[config.mk]
export PLATFORM = sky130hd
export DESIGN_NAME = bcd_counter_ctrl
export DESIGN_NICKNAME = d
export VERILOG_FILES = /design/src/rtl/bcd_counter_ctrl.sv
export SDC_FILE = /design/constraint.sdc
export NUM_CORES = 1
export LEC_CHECK = 0
export ABC_AREA = 1
export CORE_AREA = 2 2 93 95
export CTS_CLUSTER_SIZE = 16
export DETAILED_ROUTE_END_ITERATION = 6
export DIE_AREA = 0 0 95 97
export PLACE_DENSITY = 0.76
export SYNTH_ARGS = -nofsm -noshare
export SYNTH_HDL_FRONTEND = slang
export SYNTH_SLANG_ARGS = --single-unit
[constraint.sdc]
create_clock -name clk -period 2.1 [get_ports clk]
set_clock_uncertainty 0.15 [all_clocks]
set_input_delay 0.42 -clock clk [delete_from_list [all_inputs] [get_ports clk]]
set_output_delay 0.42 -clock clk [all_outputs]
set_load 0.02 [all_outputs]
[src/rtl/bcd_counter_ctrl.sv]
// bcd_counter_ctrl: command-side controller for a chain of DIGITS cascaded BCD
// counters. Turns single-cycle key events into the chain's one-hot mode word,
// preset bus and digit-0 count enable, and watches the MSD carry/borrow to
// report wrap-around.
//
// Ports:
//   clk, rst    : rising-edge clock, asynchronous active-high reset
//   key_valid   : one-cycle key strobe; key_code valid in the same cycle
//   key_code    : 0-9 digit, 10 LOAD, 11 CLR, 12 UP, 13 DOWN, 14 STOP, 15 ignored
//   mode        : 0001 preset, 0010 clear, 0100 up, 1000 down, 0000 hold
//   BCD_preset  : preset value, digit 0 in bits [3:0]
//   bcin        : count enable into digit 0 (single-cycle pulse per tick)
//   bcout_msd   : carry/borrow out of the most-significant digit
//   entry       : keypad entry buffer, for display
//   running     : high while counting up or down
//   wrap_flag   : sticky wrap indicator
module bcd_counter_ctrl #(
  parameter int DIGITS    = 4,
  parameter int TICK_DIV  = 50000000,
  parameter int WRAP_STOP = 0
) (
  input  logic                  clk,
  input  logic                  rst,
  input  logic                  key_valid,
  input  logic [3:0]            key_code,
  output logic [3:0]            mode,
  output logic [4*DIGITS-1:0]   BCD_preset,
  output logic                  bcin,
  input  logic                  bcout_msd,
  output logic [4*DIGITS-1:0]   entry,
  output logic                  running,
  output logic                  wrap_flag
);

  localparam int W  = 4 * DIGITS;
  localparam int TW = $clog2(TICK_DIV);
  localparam logic [TW-1:0] TICK_LAST = TW'(TICK_DIV - 1);

  localparam logic [2:0] S_IDLE     = 3'd0;
  localparam logic [2:0] S_PRESET   = 3'd1;
  localparam logic [2:0] S_CLEAR    = 3'd2;
  localparam logic [2:0] S_RUN_UP   = 3'd3;
  localparam logic [2:0] S_RUN_DOWN = 3'd4;

  localparam logic [3:0] K_LOAD = 4'd10;
  localparam logic [3:0] K_CLR  = 4'd11;
  localparam logic [3:0] K_UP   = 4'd12;
  localparam logic [3:0] K_DOWN = 4'd13;
  localparam logic [3:0] K_STOP = 4'd14;

  logic [2:0]    state_q, state_d;
  logic [3:0]    mode_q, mode_d;
  logic [W-1:0]  preset_q, preset_d;
  logic [W-1:0]  entry_q, entry_d;
  logic          bcin_q, bcin_d;
  logic          running_q, running_d;
  logic          wrap_q, wrap_d;
  logic [TW-1:0] tick_q, tick_d;

  logic is_cmd, is_digit, wrap_hit, run_d;

  always_comb begin
    state_d  = state_q;
    entry_d  = entry_q;
    preset_d = preset_q;
    wrap_d   = wrap_q;
    tick_d   = tick_q;
    bcin_d   = 1'b0;
    is_cmd   = key_valid && (key_code >= K_LOAD) && (key_code <= K_STOP);
    is_digit = key_valid && (key_code <= 4'd9);
    // bcout_msd is only meaningful while our own pulse is on the chain
    wrap_hit = bcin_q && bcout_msd;

    case (state_q)
      S_IDLE: begin
        if (is_digit) entry_d = (entry_q << 4) | W'(key_code);
        if (is_cmd) begin
          wrap_d = 1'b0;
          case (key_code)
            K_LOAD: begin preset_d = entry_q; state_d = S_PRESET; end
            K_CLR:  begin entry_d = '0; state_d = S_CLEAR; end
            K_UP:   state_d = S_RUN_UP;
            K_DOWN: state_d = S_RUN_DOWN;
            default: ;
          endcase
        end
      end
      S_PRESET: begin
        entry_d = '0;
        state_d = S_IDLE;
      end
      S_CLEAR: state_d = S_IDLE;
      S_RUN_UP, S_RUN_DOWN: begin
        if (tick_q == TICK_LAST) begin
          tick_d = '0;
          bcin_d = 1'b1;
        end else begin
          tick_d = tick_q + TW'(1);
        end
        if (wrap_hit && (WRAP_STOP != 0)) state_d = S_IDLE;
        // a key overrides the wrap-stop transition; LOAD is ignored here
        if (is_cmd) begin
          case (key_code)
            K_UP:   begin state_d = S_RUN_UP;   tick_d = '0; bcin_d = 1'b0; wrap_d = 1'b0; end
            K_DOWN: begin state_d = S_RUN_DOWN; tick_d = '0; bcin_d = 1'b0; wrap_d = 1'b0; end
            K_STOP: begin state_d = S_IDLE;  wrap_d = 1'b0; end
            K_CLR:  begin state_d = S_CLEAR; wrap_d = 1'b0; end
            default: ;
          endcase
        end
        // a wrap seen in the same cycle as a command is still recorded
        if (wrap_hit) wrap_d = 1'b1;
      end
      default: state_d = S_IDLE;
    endcase

    run_d = (state_d == S_RUN_UP) || (state_d == S_RUN_DOWN);
    if (!run_d) begin
      bcin_d = 1'b0;
      tick_d = '0;
    end
    running_d = run_d;

    case (state_d)
      S_PRESET:   mode_d = 4'b0001;
      S_CLEAR:    mode_d = 4'b0010;
      S_RUN_UP:   mode_d = 4'b0100;
      S_RUN_DOWN: mode_d = 4'b1000;
      default:    mode_d = 4'b0000;
    endcase
  end

  always_ff @(posedge clk or posedge rst) begin
    if (rst) begin
      state_q   <= S_IDLE;
      mode_q    <= '0;
      preset_q  <= '0;
      entry_q   <= '0;
      bcin_q    <= 1'b0;
      running_q <= 1'b0;
      wrap_q    <= 1'b0;
      tick_q    <= '0;
    end else begin
      state_q   <= state_d;
      mode_q    <= mode_d;
      preset_q  <= preset_d;
      entry_q   <= entry_d;
      bcin_q    <= bcin_d;
      running_q <= running_d;
      wrap_q    <= wrap_d;
      tick_q    <= tick_d;
    end
  end

  assign mode       = mode_q;
  assign BCD_preset = preset_q;
  assign entry      = entry_q;
  assign bcin       = bcin_q;
  assign running    = running_q;
  assign wrap_flag  = wrap_q;

endmodule
==> summary.txt <==
Clock network
  • Inserted Clock Buffers: 9
  • Hold-fix buffers at CTS: 0
  • Clock sink count: between 60 and 70
  • CTS Root Cell: clkbuf_8
  • Clock Path Buffers: 2
  • CTS tree: done
  • # H-tree levels: 3
  • Worst-Skew Late Latency: between 0.3 and 0.4 ns
  • Clk pin slew, worst setup/hold paths: 0.09 ns

Global routing
  • Pin count of the biggest net entering global routing: between 60 and 70
  • Global-route usage over all layers: 0.202
  • Initial antenna violation count: 0
  • GRT Residual Overflow: 0
  • Vias in the first global route: around 3300
  • First-pass GRT wire length: around 15000 um

Timing
  • Slew Limit Fails: 0
  • Final-report setup violation count: 0
  • Rel. slew slack: 0.758
  • Setup TNS: 0 ns
  • Crit share post-route: 0.956
  • Worst-Margin Slew: roughly 0.36 ns
  • Crit path time final: approximately 2.0 ns
  • F_max: between 400 and 500 MHz
  • Hold Fails Final Rpt: 0

Route
  • Drc violations: 0
  • Via count: ~3400
  • Vias/cell: between 5 and 6
  • DR WL met3: approximately 520 um
  • First-pass DRT Iterations: 5
  • Drt total wl: 9050 um
  • Routed length per instance: between 10 and 15 um
  • Final ANT Viol Nets: 0
  • Highest metal used: met4
  • Metal-1 WL: 3890 um
  • DRT iter0 DRCs: roughly 150
  • Met2 WL: about 4500 um

Logic synthesis
  • Seq cells post-synth: 68
  • Synth warn: 0
  • Cell taking the most area after synthesis: dfrtp_1
  • Top FF cell, synth: dfrtp_1
  • Post-Synthesis Cells: 486
  • Top cells by area, synth: dfrtp_1 48%, nand2_1 13%, inv_1 7.1%
  • Yosys top cell area share: 0.476
  • Syn avg cell area: about 7.4 um2
  • Sequential area share after synthesis: 0.476
  • Library cells used by synthesis: 25
  • Asr flop ratio synth: 1.00
  • Post-synth EDFFs: 0
  • Area of the mapped netlist: about 3600 um2
  • Synthesized Nets: a little under 500

Floorplanning
  • Rows: 33
  • Die X: between 90 and 100 um
  • Die area: just over 9000 um2
  • Core area: ~8100 um2
  • Initial Util: 0.440
  • Num ports: between 40 and 50
  • Die span in y: a little under 100 um

Placement
  • IO Port Bufs: 46
  • DP Area: 4380 um2
  • Placer congestion estimate: about 0.95
  • DP HPWL: approximately 6400 um

Setup path
  • Worst Reg-to-Reg Cells: 10
  • Crit path max fanout: 6
  • Data arrival, critical path: between 2 and 2.5 ns
  • Crit. End Element: register
  • Worst EP required: approximately 2.2 ns
  • CP Class: reg2reg
  • Startpoint types: register

Power
  • Comb pwr share: 0.200
  • VDD IR-drop max: a little under 400 uV
  • Seq pwr share: 0.453
  • Clock Power Share: 0.347
  • Sw Pwr: 1.01 mW
  • Sw Share: 0.305
  • Internal Power: ~2.3 mW
  • Leakage power: 2.16 nW
  • Cell Pwr Density: slightly above 700 nW/um2

Layout
  • Commonest non-fill, non-tap cell in the layout: nand2_1
  • Finished layout cell area: roughly 4700 um2
  • Nets: roughly 580
  • Most frequent cells in the layout: 127 x nand2_1, 67 x dfrtp_1, 66 x inv_1
  • Syn-to-layout area delta: 31.1%
  • Share of cells above drive strength 1: 0.133
  • N_diodes: 0

Status
  • Run status: completed

Min path
  • Hold Path Class: in2reg
  • Hold Path Cell Cnt: 3

Job
  • Max-cap violations: 0
==> per-stage QoR <==
step	hold slack, ns	power [mW]	instances	setup WS [ns]	util
after floorplan	0.390	1.82	486	0.391	-
after global placement	0.312	2.16	655	-0.249	0.539
after detailed placement	0.326	2.18	655	-0.268	0.539
final	0.305	3.30	676	0.0918	0.577
after CTS	0.346	3.33	671	0.0741	0.564
after global routing	0.324	3.45	676	-0.0872	0.577
==> routing by layer <==
layer / global-route usage / vias to the layer above
li1: - / 1696
met1: 0.250 / 1620
met2: 0.342 / 104
met3: 0.0498 / 15
met4: 0.0624 / 0
met5: 0 / -
==> power by group through the flow <==
stage / clock network (mW) / registers, mW / logic, mW
2_1_floorplan: 0 / 1.66 / 0.167
3_3_place_gp: 0 / 1.52 / 0.645
3_5_place_dp: 0 / 1.52 / 0.659
4_1_cts: 1.16 / 1.50 / 0.663
5_1_grt: 1.22 / 1.51 / 0.716
6_report: 1.15 / 1.50 / 0.660
==> synthesized netlist by cell type (3+ instances only) <==
cell type	count
inv_2	3
xor2_1	8
nor2_1	64
a21oi_1	17
inv_1	68
nand2_1	128
o22ai_1	17
nand2_2	4
dfrtp_1	68
buf_2	3
clkbuf_1	7
nand4_1	7
nand3_1	40
o21ai_0	31
or2_2	4
nor3_1	4
==> critical path: stages (launching register included) <==
cell	delay (ns)
dfrtp_1	0.43
nand2_1	0.10
nor2_1	0.19
nand3_1	0.10
nor2_1	0.19
nand3_1	0.12
nand2_2	0.16
buf_12	0.12
clkinvlp_4	0.15
nand3b_1	0.12
a21oi_1	0.06
==> sequential cells by signal, indices dropped and copies added (netlist names) <==
| register | flops |
|---|---|
| wrap_flag | 1 |
| mode | 4 |
| state_q | 3 |
| bcin | 1 |
| tick_q | 26 |
| BCD_preset | 16 |
| entry | 16 |
| running | 1 |
==> cells by family after synthesis <==
group | count (synthesis) | synth area share
and+or+nand+nor | 255 | 0.299
buffers and inverters | 85 | 0.0945
AOI/OAI and AO/OA | 69 | 0.108
DFF | 68 | 0.476
xor gates and xnor gates | 8 | 0.0196
adders and majority gates | 1 | 0.00350
==> final cells by class <==
class | count | area, um2
tap | 105 | 131
sequential | 68 | 1700
timing repair buffer | 80 | 795
fill | 733 | 3440
multi-input combinational | 333 | 1560
clock inverter | 7 | 83.8
timing repair inverter | 1 | 7.51
inverter | 73 | 282
clock buffer | 9 | 124
==> what timing repair did <==
action,4_1_cts,5_1_grt
resized for setup,0,17
hold endpoints to repair,0,0
endpoints found under the setup margin,0,28
setup buffers,0,4
==> path summary, 6_finish.rpt <==
check                         startpoint             to  slack, ns
setup / recovery              tick_q[13]     tick_q[22]       0.09
hold / removal               key_code[1]       entry[1]       0.31
setup reg to reg              tick_q[13]     tick_q[22]       0.09
hold reg to reg            BCD_preset[8]  BCD_preset[8]       0.34
max in group asynchronous            rst     tick_q[12]       1.13
min in group asynchronous            rst       entry[8]       0.35
(Power assumes the default switching activity.)
